### config.mk
export PLATFORM = sky130hd
export DESIGN_NAME = mips_cycle_sequencer
export DESIGN_NICKNAME = d
export VERILOG_FILES = /design/src/rtl/mips_cycle_sequencer.sv
export SDC_FILE = /design/constraint.sdc
export NUM_CORES = 1
export LEC_CHECK = 0
export CAP_MARGIN = 10
export CORE_MARGIN = 4
export CORE_UTILIZATION = 45
export CTS_CLUSTER_SIZE = 16
export DETAILED_ROUTE_END_ITERATION = 8
export PLACE_DENSITY = 0.85
export SLEW_MARGIN = 20
export SYNTH_ARGS = -nofsm -noshare
export SYNTH_HDL_FRONTEND = slang
export SYNTH_SLANG_ARGS = --single-unit
export TNS_END_PERCENT = 100
### constraint.sdc
create_clock -name clk -period 3.8 [get_ports clk]
set_clock_uncertainty 0.2 [all_clocks]
set_input_delay 0.76 -clock clk [delete_from_list [all_inputs] [get_ports clk]]
set_output_delay 0.76 -clock clk [all_outputs]
set_load 0.01 [all_outputs]
### src/rtl/mips_cycle_sequencer.sv
// mips_cycle_sequencer: multi-cycle FETCH/EXEC/MEM/WB control FSM for a MIPS core.
// Owns PC, instruction register, branch-delay-slot tracking, load-data latch and halt.
// Ports: clk, reset_n (async, active-low); Avalon-style bus master (address, read,
//   write, byteenable, writedata, readdata, waitrequest); datapath inputs (alu_result,
//   alu_byteenable, store_data, reg_write_req, pc_target, pc_target_valid); status
//   outputs (instr, pc, mem_rdata, reg_write_en, active, bus_error).
// Optional macro SEQ_WAIT_TIMEOUT_EN: bounds consecutive waitrequest cycles by
//   TIMEOUT_CYCLES, then flags bus_error and halts. Undefined: waits forever.
// Bus outputs are registered. The first fetch after reset spends one cycle raising
//   read; every later fetch is issued from WB, so an ALU op takes 3 cycles.

module mips_cycle_sequencer #(
    parameter logic [31:0] RESET_VECTOR = 32'hBFC00000
`ifdef SEQ_WAIT_TIMEOUT_EN
    ,
    parameter int unsigned TIMEOUT_CYCLES = 255
`endif
) (
    input  logic        clk,
    input  logic        reset_n,
    input  logic        waitrequest,
    input  logic [31:0] readdata,
    output logic [31:0] address,
    output logic        read,
    output logic        write,
    output logic [3:0]  byteenable,
    output logic [31:0] writedata,
    input  logic [31:0] alu_result,
    input  logic [3:0]  alu_byteenable,
    input  logic [31:0] store_data,
    input  logic        reg_write_req,
    input  logic [31:0] pc_target,
    input  logic        pc_target_valid,
    output logic [31:0] instr,
    output logic [31:0] pc,
    output logic [31:0] mem_rdata,
    output logic        reg_write_en,
    output logic        active,
    output logic        bus_error
);

    localparam logic [2:0] ST_FETCH = 3'd0;
    localparam logic [2:0] ST_EXEC  = 3'd1;
    localparam logic [2:0] ST_MEM   = 3'd2;
    localparam logic [2:0] ST_WB    = 3'd3;
    localparam logic [2:0] ST_HALT  = 3'd4;

    localparam logic [31:0] WORD_MASK = 32'hFFFF_FFFC;

    logic [2:0]  state_q, state_d;
    logic [31:0] pc_q, pc_d;
    logic [31:0] instr_q, instr_d;
    logic [31:0] mem_rdata_q, mem_rdata_d;
    logic        read_q, read_d;
    logic        write_q, write_d;
    logic [3:0]  byteenable_q, byteenable_d;
    logic [31:0] address_q, address_d;
    logic [31:0] writedata_q, writedata_d;
    logic [31:0] branch_target_q, branch_target_d;
    logic        branch_seen_q, branch_seen_d;
    logic        armed_q, armed_d;

`ifdef SEQ_WAIT_TIMEOUT_EN
    logic [31:0] wait_cnt_q, wait_cnt_d;
    logic        bus_error_q, bus_error_d;
`endif

    logic [5:0]  opcode;
    logic        is_load;
    logic        is_store;
    logic [31:0] pc_next;

    assign opcode = instr_q[31:26];

    always_comb begin
        is_load = 1'b0;
        is_store = 1'b0;
        case (opcode)
            6'h20, 6'h21, 6'h22, 6'h23,
            6'h24, 6'h25, 6'h26: is_load = 1'b1;
            6'h28, 6'h29, 6'h2B: is_store = 1'b1;
            default: ;
        endcase
    end

    // Armed means the previous instruction was a taken branch and the
    // delay slot is now finishing, so the saved target takes effect.
    assign pc_next = armed_q ? branch_target_q : pc_q + 32'd4;

    always_comb begin
        state_d         = state_q;
        pc_d            = pc_q;
        instr_d         = instr_q;
        mem_rdata_d     = mem_rdata_q;
        read_d          = read_q;
        write_d         = write_q;
        byteenable_d    = byteenable_q;
        address_d       = address_q;
        writedata_d     = writedata_q;
        branch_target_d = branch_target_q;
        branch_seen_d   = branch_seen_q;
        armed_d         = armed_q;
`ifdef SEQ_WAIT_TIMEOUT_EN
        wait_cnt_d      = 32'd0;
        bus_error_d     = bus_error_q;
`endif

        case (state_q)
            ST_FETCH: begin
                if (!read_q) begin
                    // Only reached right after reset: raise the fetch.
                    read_d       = 1'b1;
                    address_d    = pc_q & WORD_MASK;
                    byteenable_d = 4'hF;
                end else if (!waitrequest) begin
                    instr_d      = readdata;
                    read_d       = 1'b0;
                    byteenable_d = 4'h0;
                    state_d      = ST_EXEC;
                end
            end

            ST_EXEC: begin
                if (pc_target_valid && !armed_q) begin
                    branch_target_d = pc_target;
                    branch_seen_d   = 1'b1;
                end
                if (is_load || is_store) begin
                    state_d      = ST_MEM;
                    address_d    = alu_result & WORD_MASK;
                    byteenable_d = alu_byteenable;
                    read_d       = is_load;
                    write_d      = is_store;
                    if (is_store) begin
                        writedata_d = store_data;
                    end
                end else begin
                    state_d = ST_WB;
                end
            end

            ST_MEM: begin
                if (!waitrequest) begin
                    if (read_q) begin
                        mem_rdata_d = readdata;
                    end
                    read_d       = 1'b0;
                    write_d      = 1'b0;
                    byteenable_d = 4'h0;
                    state_d      = ST_WB;
                end
            end

            ST_WB: begin
                pc_d          = pc_next;
                armed_d       = branch_seen_q;
                branch_seen_d = 1'b0;
                if (pc_next == 32'd0) begin
                    state_d = ST_HALT;
                end else begin
                    state_d      = ST_FETCH;
                    read_d       = 1'b1;
                    address_d    = pc_next & WORD_MASK;
                    byteenable_d = 4'hF;
                end
            end

            ST_HALT: begin
                read_d       = 1'b0;
                write_d      = 1'b0;
                byteenable_d = 4'h0;
            end

            default: begin
                state_d      = ST_HALT;
                read_d       = 1'b0;
                write_d      = 1'b0;
                byteenable_d = 4'h0;
            end
        endcase

`ifdef SEQ_WAIT_TIMEOUT_EN
        // Count only stalled cycles of an access actually on the bus; any
        // accepted cycle or state change leaves the counter at zero.
        if ((state_q == ST_FETCH || state_q == ST_MEM) &&
            (read_q || write_q) && waitrequest) begin
            if (wait_cnt_q + 32'd1 >= TIMEOUT_CYCLES) begin
                bus_error_d  = 1'b1;
                state_d      = ST_HALT;
                read_d       = 1'b0;
                write_d      = 1'b0;
                byteenable_d = 4'h0;
            end else begin
                wait_cnt_d = wait_cnt_q + 32'd1;
            end
        end
`endif
    end

    always_ff @(posedge clk or negedge reset_n) begin
        if (!reset_n) begin
            state_q         <= ST_FETCH;
            pc_q            <= RESET_VECTOR;
            instr_q         <= 32'd0;
            mem_rdata_q     <= 32'd0;
            read_q          <= 1'b0;
            write_q         <= 1'b0;
            byteenable_q    <= 4'h0;
            address_q       <= 32'd0;
            writedata_q     <= 32'd0;
            branch_target_q <= 32'd0;
            branch_seen_q   <= 1'b0;
            armed_q         <= 1'b0;
        end else begin
            state_q         <= state_d;
            pc_q            <= pc_d;
            instr_q         <= instr_d;
            mem_rdata_q     <= mem_rdata_d;
            read_q          <= read_d;
            write_q         <= write_d;
            byteenable_q    <= byteenable_d;
            address_q       <= address_d;
            writedata_q     <= writedata_d;
            branch_target_q <= branch_target_d;
            branch_seen_q   <= branch_seen_d;
            armed_q         <= armed_d;
        end
    end

`ifdef SEQ_WAIT_TIMEOUT_EN
    always_ff @(posedge clk or negedge reset_n) begin
        if (!reset_n) begin
            wait_cnt_q  <= 32'd0;
            bus_error_q <= 1'b0;
        end else begin
            wait_cnt_q  <= wait_cnt_d;
            bus_error_q <= bus_error_d;
        end
    end

    assign bus_error = bus_error_q;
`else
    assign bus_error = 1'b0;
`endif

    assign address      = address_q;
    assign read         = read_q;
    assign write        = write_q;
    assign byteenable   = byteenable_q;
    assign writedata    = writedata_q;
    assign instr        = instr_q;
    assign pc           = pc_q;
    assign mem_rdata    = mem_rdata_q;
    assign active       = (state_q != ST_HALT);
    // Stores never write the register file, whatever the decoder says.
    assign reg_write_en = (state_q == ST_WB) && reg_write_req && !is_store;

endmodule

# [Word level (Yosys, flattened, before mapping)]
# Index checks and enable logic that the tools add are counted.
[op_classes] addsub=1 multipliers=0 div_mod_pow=0 n_lt_le_gt_ge=0 n_eq_ne=22 shift=0 mux=28 n_bitwise=3 reduce_logical=23
[op_table] op="32-bit 2-to-1 mux" count=4
[op_table] op="32-bit one-hot mux with 3 select lines" count=1
[op_table] op="6-bit equality test, second input constant" count=10
[op_table] op="32-bit by 3-bit adder with 32-bit output, second input constant" count=1
[op_table] op="32-bit logical NOT" count=1
[op_table] op="4-bit 2-to-1 mux" count=4
[op_table] op="4-bit one-hot mux with 4 select lines" count=1
[op_table] op="3-bit one-hot mux with 5 select lines" count=1
[op_table] op="3-bit AND reduction" count=5
[op_table] op="2-bit != test, second input constant" count=7
[op_table] op="3-bit 2-to-1 mux" count=4
[op_table] op="1-bit 2-to-1 mux" count=10
[op_table] op="4-bit AND reduction" count=2
[op_table] op="7-bit OR reduction" count=1
[op_table] op="3-bit by 2-bit equality test with 1-bit output, second input constant" count=2
[op_table] op="2-bit AND reduction" count=3
[op_table] op="1-bit one-hot mux with 4 select lines" count=1
[op_table] op="3-bit by 1-bit equality test with 1-bit output, second input constant" count=1
[op_table] op="3-bit equality test, second input constant" count=1
[op_table] op="1-bit logical AND" count=3
[op_table] op="3-bit logical NOT" count=1
[op_table] op="3-bit != test, second input constant" count=1
[op_table] op="1-bit inverter" count=3
[op_table] op="1-bit one-hot mux with 3 select lines" count=1
[op_table] op="other kinds (7)" count=8
[word_totals] reg_bits=203 latch_bits=0 ram_bits=0 romBits=0 inputBits=137 output_inout_bits=169 word_cells=89 n_memories=0

# [Logic depth before layout (Yosys ltp)]
# Gate-level depths: netlist (run 1).
[depth] depth_word=6 depth_mapped=12 depth_no_buf=9

# [Worst setup path after synthesis (run 1)]
# Ideal clock, no wire load.
[synth_path] path_type="reg-to-reg" from="register pc_q[13] (netlist: pc[13])" to="register read_q (netlist: read)" setup_ns=0.136 t_arrival_ns=3.023 required_ns=3.464 setup_slack_ns=0.442 path_stages_with_launch=12 n_path_buf=3 synth_period_minus_slack_ns=3.358 path_cell_list="dfrtp_1 -> buf_4 -> nand4_2 -> or4_1 -> buf_2 -> o31a_1 -> a2111o_1 -> a2111oi_4 -> nand4_4 -> buf_6 -> o21ai_1 -> o311ai_1"
[synth_via] elab_chain_cells=5
[synth_lines] item="start: declaration" line="51" text="logic [31:0] pc_q, pc_d;"
[synth_lines] item="start signal: assignment" line="216" text="pc_q <= pc_d;"
[synth_lines] item="32-bit by 3-bit adder with 32-bit output" line="88" text="assign pc_next = armed_q ? branch_target_q : pc_q + 32'd4;"
[synth_lines] item="32-bit 2-to-1 mux" line="88"
[synth_lines] item="32-bit logical NOT" line="158" text="if (pc_next == 32'd0) begin"
[synth_lines] item="2-bit != test (no source line)"
[synth_lines] item="3-bit AND reduction (no source line)"
[synth_lines] item="end signal: assignment" line="219" text="read_q <= read_d;"
[synth_lines] item="end: declaration" line="54" text="logic read_q, read_d;"
# Every way passes these cells.
# A chain may end at the register's enable or synchronous reset.

# [Final worst setup path (run 1)]
[layout_path] from="register pc_q[16] (netlist: pc[16])" to="register byteenable_q[3] (netlist: byteenable[3])"
[layout_via] elab_chain_cells=5
[layout_lines] item="32-bit by 3-bit adder with 32-bit output" line="88"
[layout_lines] item="32-bit 2-to-1 mux" line="88"
[layout_lines] item="32-bit logical NOT" line="158"
[layout_lines] item="2-bit != test (no source line)"
[layout_lines] item="2-bit AND reduction (no source line)"
[layout_lines] item="end signal: assignment" line="221" text="byteenable_q <= byteenable_d;"
[layout_lines] item="end: declaration" line="56" text="logic [3:0] byteenable_q, byteenable_d;"
# Every way passes these cells.

==> results of run 1 <==
-- power by group --
| group | switching, mW | internal (mW) |
|---|---|---|
| combinational | 3.19 | 3.23 |
| clock | 0.898 | 1.35 |
| sequential | 0.877 | 3.23 |
| total | 4.97 | 7.81 |
-- routing by layer --
layer | wire [µm] | up-vias | share of wire | GRT usage
met5 | 23 | - | 0.00067 | 0
met4 | 1080 | 6 | 0.031 | 0.0812
met3 | 3810 | 66 | 0.11 | 0.0927
met2 | 16700 | 460 | 0.49 | 0.445
met1 | 12700 | 4266 | 0.37 | 0.324
li1 | - | 3956 | - | -
-- kinds of logic (layout without fill, tap and decap cells) --
logic type | count (synthesis) | count (layout) | synth area share
mux | 148 | 148 | 0.163
compound gates | 215 | 215 | 0.160
other cells | 1 | 3 | 0.000371
xor+xnor | 16 | 16 | 0.0139
fa+ha+maj | 1 | 1 | 0.00124
flops | 201 | 201 | 0.498
simple gates | 241 | 241 | 0.117
buf+inv | 112 | 414 | 0.0460
-- layout make-up --
class / instances / area, µm²
clock buffer: 36 / 674
clock inverter: 5 / 78.8
fill: 1662 / 7730
inverter: 37 / 139
multi-input combinational: 624 / 4640
sequential: 201 / 5040
tap: 280 / 350
timing repair buffer: 336 / 3300
-- stage by stage --
stage	total power, mW	setup WS, ps
after floorplan	7.35	442
after global placement	10.2	343
after detailed placement	10.5	187
after CTS	12.8	106
after global routing	13.5	32.0
final	12.8	163
-- cell usage after synthesis (10+ instances only) --
cell type / number / area (µm²)
sky130_fd_sc_hd__a21oi_1: 24 / 120
sky130_fd_sc_hd__buf_1: 11 / 41.3
sky130_fd_sc_hd__clkbuf_1: 51 / 191
sky130_fd_sc_hd__dfrtp_1: 192 / 4800
sky130_fd_sc_hd__inv_1: 36 / 135
sky130_fd_sc_hd__mux2_2: 132 / 1490
sky130_fd_sc_hd__mux2i_1: 16 / 160
sky130_fd_sc_hd__nand2_1: 102 / 383
sky130_fd_sc_hd__nand2b_1: 15 / 93.8
sky130_fd_sc_hd__nand3_1: 19 / 95.1
sky130_fd_sc_hd__nor2_1: 30 / 113
sky130_fd_sc_hd__nor3_1: 12 / 60.1
sky130_fd_sc_hd__nor4_1: 12 / 75.1
sky130_fd_sc_hd__o211ai_1: 29 / 218
sky130_fd_sc_hd__o21ai_0: 85 / 425
sky130_fd_sc_hd__o311ai_2: 24 / 390
sky130_fd_sc_hd__or3_1: 12 / 75.1
sky130_fd_sc_hd__or4_1: 10 / 75.1
-- sequential cells by signal, indices dropped and copies added, names as in the netlist --
signal           cells
state_q              3
instr               32
writedata           32
mem_rdata           32
byteenable           4
armed_q              1
branch_seen_q        1
address             30
write                1
branch_target_q     32
pc                  32
read                 1
-- worst min-delay path by stage --
stage | cells after the start | slack, ps | from | end
2_1_floorplan | 2 | 250 | branch_seen_q | branch_seen_q
3_3_place_gp | 2 | 260 | branch_seen_q | branch_seen_q
3_5_place_dp | 2 | 290 | branch_seen_q | branch_seen_q
4_1_cts | 1 | 70 | reset_n | branch_target_q[2]
5_1_grt | 1 | 80 | reset_n | branch_target_q[3]
6_report | 1 | 30 | reset_n | branch_target_q[3]
-- worst reg2reg max path, cell delays in order (launching register included) --
cell	delay (ps)
sky130_fd_sc_hd__dfrtp_1	470
sky130_fd_sc_hd__nand4_2	240
sky130_fd_sc_hd__or4_1	720
sky130_fd_sc_hd__o31a_1	350
sky130_fd_sc_hd__a2111o_1	390
sky130_fd_sc_hd__a2111oi_4	420
sky130_fd_sc_hd__nand4_4	150
sky130_fd_sc_hd__buf_12	230
sky130_fd_sc_hd__nor3_1	240
sky130_fd_sc_hd__a211oi_1	90
-- what timing repair did --
action / 4_1_cts / 5_1_grt
hold buffers: 0 / 0
setup buffers: 0 / 0
resized for setup: 0 / 1
setup endpoints to repair: 0 / 10
==> parameters.txt, run 1 <==
Parameter                              Value

Synth
  Synth Warn # ... 0
  Fraction of the yosys area taken by sequential cells ... 0.498
  Synth Flop Type ... sky130_fd_sc_hd__dfrtp_1
  Flip-flop and latch count after synthesis ... 201
  Count of flip-flops with a built-in enable after synthesis ... 0
  Number of standard cells after synthesis ... a little over 900
  Fraction of synthesis flops using an asynchronous set or reset pin ... 1.00
  Post-synthesis average cell area ... between 10 and 15 µm²
  Number of distinct library cell variants in the gate-level netlist after synthesis ... roughly 60
  Post-synthesis cell area ... approximately 10000 µm²

Min path
  Worst hold-check path type ... primary input to async pin

Placed design
  # placed instances ... around 1500
  Global placer's final weighted congestion ... 1.01
  Placed Instance Area ... approximately 13000 µm²
  Half-perimeter wire length after placement ... approximately 25 mm
  Input/output buffers ... 300

Global route
  Total Routing Usage GR ... 0.265
  Via count of the first global-routing pass ... 8815
  Congestion Overflow GR ... 0
  Global-route wire length before repair ... 51.2 mm
  Number of antenna violations at the first check in global routing ... 3
  Maximum number of pins on one net before global-route repair ... 77

Setup path
  Beginning of the critical path ... pc[16]
  Largest fanout of any net on the critical path ... 37
  Critical-path top delay cell ... sky130_fd_sc_hd__or4_1
  Data arrival time at the worst-slack endpoint ... around 3800 ps
  Worst endpoint required time ... ~4000 ps
  End of the worst register-to-register path ... byteenable[3]
  Critical Path Stages ... 9
  Category of the critical setup timing path ... flop to flop
  Longest individual stage delay on the worst path ... 720 ps
  Sequence of cells on the critical path ... nand4_2, or4_1, o31a_1, a2111o_1, a2111oi_4, nand4_4, buf_12, nor3_1, a211oi_1
  Setup slack of the most critical reg-to-reg path ... ~160 ps
  Buffers plus inverters on the worst setup path ... 1
  Cell class contributing the biggest share of worst-path delay ... simple AND/OR/NAND/NOR gates
  Kind of launch point of the worst setup path ... flop
  Worst setup path endpoint ... byteenable[3]
  Reg-to-reg startpoint ... pc[16]
  Setup crit end kind ... flop
  Number of cells on the worst reg-to-reg path ... 9

Routing
  Wirelength, routed ... approximately 34 mm
  Number of vias per cell after detailed routing ... just under 6
  Number of violations reported at the end of detailed-routing iteration 0 ... about 640
  Final routed wire length divided by cell count ... ~23 µm
  Drt first pass iters ... 5
  Antenna-violating nets left ... 0
  Number of vias in the routed layout ... just under 9000
  DR DRC count ... 0

STA
  Worst Max-Slew Pin Slew ... ~750 ps
  Min cycle time layout ... ~3600 ps
  Accumulated negative setup slack ... 0 ps
  Final setup vio count ... 0
  Final hold violations ... 0
  Worst slew margin ... 0.496
  Setup repair after global routing missed its margin ... no
  Max Slew Vio Count ... 0
  Upper clock frequency limit ... between 200 and 300 MHz
  Fin crit share ... 0.957
  Worst hold slack across all endpoints ... a little over 30 ps

Run
  Max-Cap Viols ... 0

Pwr
  Leakage power figure ... just under 6 nW
  P per Cell Area ... ~900 nW/µm²
  Worst VDD drop ... around 650 µV

Clocking
  Clk slew on worst S/H paths ... ~60 ps
  Maximum count of clock buffers along a single path ... 3
  Num CTS Buffers ... 23
  Clock tree from TritonCTS ... yes
  Cell at the root of the clock tree ... sky130_fd_sc_hd__clkbuf_16
  H-tree depth reported by CTS ... 1
  Total number of clock tree sinks ... 201
  Clock latency on the worst-skew pair ... 530 ps

Die
  Die footprint ... 24900 µm²
  Placeable core area ... between 20000 and 25000 µm²
  Die Ht ... 158 µm
  Initial Util ... 0.461
  Site row count ... between 50 and 60
  Count of pins on the block boundary ... 306
  X dimension of the die ... roughly 160 µm

Cells and area
  Final design utilization ... 0.648
  Final net count ... 1361
  Final Instance Count excl. Fillers ... roughly 1500
  Leading cell type in the layout, fill and taps excluded ... sky130_fd_sc_hd__clkdlybuf4s50_1
  Layout Cell Area excl Fill ... 14200 µm²
  Layout Area Growth over Synthesis ... 40.6%
  Total inserted antenna cells ... 0
  Fraction of final layout cells sized beyond drive strength 1 ... 0.197
  Highest-count cells in the layout ignoring fill and taps ... sky130_fd_sc_hd__clkdlybuf4s50_1 (299), sky130_fd_sc_hd__dfrtp_1 (192), sky130_fd_sc_hd__mux2_2 (132), sky130_fd_sc_hd__nand2_1 (102), sky130_fd_sc_hd__o21ai_0 (85)

Run status
  Status ... finished clean
Note: power is estimated with default switching activity, not from simulation.
==> run 2, diff against run 1 <==
--- a/config.mk
+++ b/config.mk
@@ -11,6 +11,7 @@
 export CTS_CLUSTER_SIZE = 16
 export DETAILED_ROUTE_END_ITERATION = 8
 export PLACE_DENSITY = 0.85
+export REMOVE_ABC_BUFFERS = 1
 export SLEW_MARGIN = 20
 export SYNTH_ARGS = -nofsm -noshare
 export SYNTH_HDL_FRONTEND = slang
==> run 2 against run 1 <==
  * Flip-flop and latch count stayed put
  * Via count rose by 0.51%
  * Clock power barely moved
  * Register-to-register slack better by 60 ps
  * Fmax grew 1.6%
  * Final area barely moved
  * Critical path type unchanged
  * Largest cell class unchanged
==> parameters.txt, run 2 (synthesized netlist as in run 1, its figures left out) <==
Parameter                              Value

Clocking
  Maximum count of clock buffers along a single path ... 3
  Cell at the root of the clock tree ... sky130_fd_sc_hd__clkbuf_16
  Setup Fix Bufs, Post-CTS ... 0
  Num CTS Buffers ... 23
  CTS hold repair buffers ... 0
  PostCTS Resize Cnt ... 0
  Clk slew on worst S/H paths ... about 60 ps
  H-tree depth reported by CTS ... 1
  Clock tree from TritonCTS ... yes
  Clock latency on the worst-skew pair ... 510 ps
  Total number of clock tree sinks ... around 200

Routing
  DR DRC count ... 0
  Final routed wire length divided by cell count ... 22.3 µm
  Number of violations reported at the end of detailed-routing iteration 0 ... around 700
  Number of vias in the routed layout ... slightly below 9000
  Drt first pass iters ... 5
  Wirelength, routed ... ~34 mm
  Antenna-violating nets left ... 0
  Number of vias per cell after detailed routing ... roughly 5.8

Die
  X dimension of the die ... between 150 and 200 µm
  Count of pins on the block boundary ... 306
  Die footprint ... 24900 µm²
  Placeable core area ... ~22000 µm²
  Site row count ... 54
  Initial Util ... 0.461
  Die Ht ... 158 µm

Cells and area
  Layout Cell Area excl Fill ... approximately 14000 µm²
  Leading cell type in the layout, fill and taps excluded ... sky130_fd_sc_hd__clkdlybuf4s50_1
  Final net count ... between 1000 and 1500
  Fill cell count ... 1642
  Area of combinational cells with multiple inputs ... between 4000 and 5000 µm²
  Fraction of final layout cells sized beyond drive strength 1 ... 0.198
  Highest-count cells in the layout ignoring fill and taps ... sky130_fd_sc_hd__clkdlybuf4s50_1 (299), sky130_fd_sc_hd__dfrtp_1 (192), sky130_fd_sc_hd__mux2_2 (132), sky130_fd_sc_hd__nand2_1 (102), sky130_fd_sc_hd__o21ai_0 (85)
  Area taken by flip-flops and latches ... 5040 µm²
  Layout Area Growth over Synthesis ... 40.7%

Setup path
  Largest fanout of any net on the critical path ... 27
  Setup crit end kind ... flop
  Category of the critical setup timing path ... flop to flop
  Data arrival time at the worst-slack endpoint ... between 3000 and 4000 ps
  Worst endpoint required time ... 3980 ps
  Kind of launch point of the worst setup path ... flop
  Critical-path top delay cell ... sky130_fd_sc_hd__or4_1
  Sequence of cells on the critical path ... nand4_2, or4_1, o31a_1, a2111o_1, a2111oi_4, nand4_4, buf_12, nor3_1, a211oi_1
  Longest individual stage delay on the worst path ... 690 ps

STA
  Worst Max-Slew Pin Slew ... a little over 800 ps
  Fin crit share ... 0.942
  Max Slew Vio Count ... 0
  Worst slew margin ... 0.448
  Upper clock frequency limit ... 279 MHz
  Final hold violations ... 0
  Accumulated negative setup slack ... 0 ps
  Min cycle time layout ... about 3600 ps
  Final setup vio count ... 0

Placed design
  Global placer's final weighted congestion ... 0.918
  Input/output buffers ... 300
  Half-perimeter wire length after placement ... between 20 and 25 mm
  Placed Instance Area ... 13500 µm²

Global route
  Congestion Overflow GR ... 0
  Total Routing Usage GR ... 0.263
  Maximum number of pins on one net before global-route repair ... 84
  Global-route wire length before repair ... between 50 and 60 mm
  Number of antenna violations at the first check in global routing ... 3
  Via count of the first global-routing pass ... just over 9000

Min path
  Worst hold-check path type ... primary input to async pin

Pwr
  Total Power Consumption ... around 13 mW
  Leakage power figure ... roughly 5.8 nW
  Worst VDD drop ... about 610 µV
  P per Cell Area ... 901 nW/µm²

Run status
  Status ... finished clean

Run
  Max-Cap Viols ... 0
-- run 2: cell types whose count changed in the layout (fill, tap and decap cells not counted), sizes merged --
| cell | before | now |
|---|---|---|
| clkinv | 3 | 4 |
| inv | 37 | 36 |
| clkinvlp | 0 | 1 |
| buf | 36 | 34 |
| diode | 0 | 1 |
| clkbuf | 37 | 33 |
| bufinv | 2 | 3 |
-- run 2: layout make-up --
class,count,share of cell area
repair buffers,334,0.232
multi-input cells,624,0.326
clock inverters,7,0.00791
diodes,1,0.000176
well taps,280,0.0246
flip-flops and latches,201,0.354
clock buffers,32,0.0456
inverters,37,0.00976
-- run 2: worst paths after layout --
path,depth (start not counted),start,slack (ps),endpoint
min in group clk,2,branch_seen_q,290,armed_q
worst max-delay path,9,pc[15],220,byteenable[0]
worst min register to register,2,branch_seen_q,290,armed_q
worst min-delay path,1,reset_n,110,address[27]
worst max register to register,9,pc[15],220,byteenable[0]
max in group asynchronous,2,reset_n,2380,instr[2]
-- run 2: power breakdown --
group | switching (mW) | internal (mW)
sequential | 0.855 | 3.23
clock | 0.888 | 1.39
combinational | 3.22 | 3.24
-- run 2: critical path, delay by kind of cell (launching register included) --
family / cells / cell delay [ps]
AND/OR/NAND/NOR: 4 / 1310
AO/OA/AOI/OAI: 4 / 1240
buffers and inverters: 1 / 210
flip-flops: 1 / 480
-- run 2: per-stage QoR --
step,std cells,hold WS (ps),setup WS [ps],util
final,1516,106,219,0.648
after CTS,1515,129,218,0.648
after global routing,1515,155,-2.69,0.648
after detailed placement,1476,274,229,0.613
after floorplan,862,247,-842,-
after global placement,1476,258,352,0.613
-- run 2: layer usage --
layer / track usage / vias to the layer above / part of all wire
met3: 0.0921 / 67 / 0.12
met4: 0.0755 / 2 / 0.029
met1: 0.320 / 4285 / 0.36
met2: 0.446 / 497 / 0.49
li1: - / 3948 / -
met5: 0 / - / 0.00047
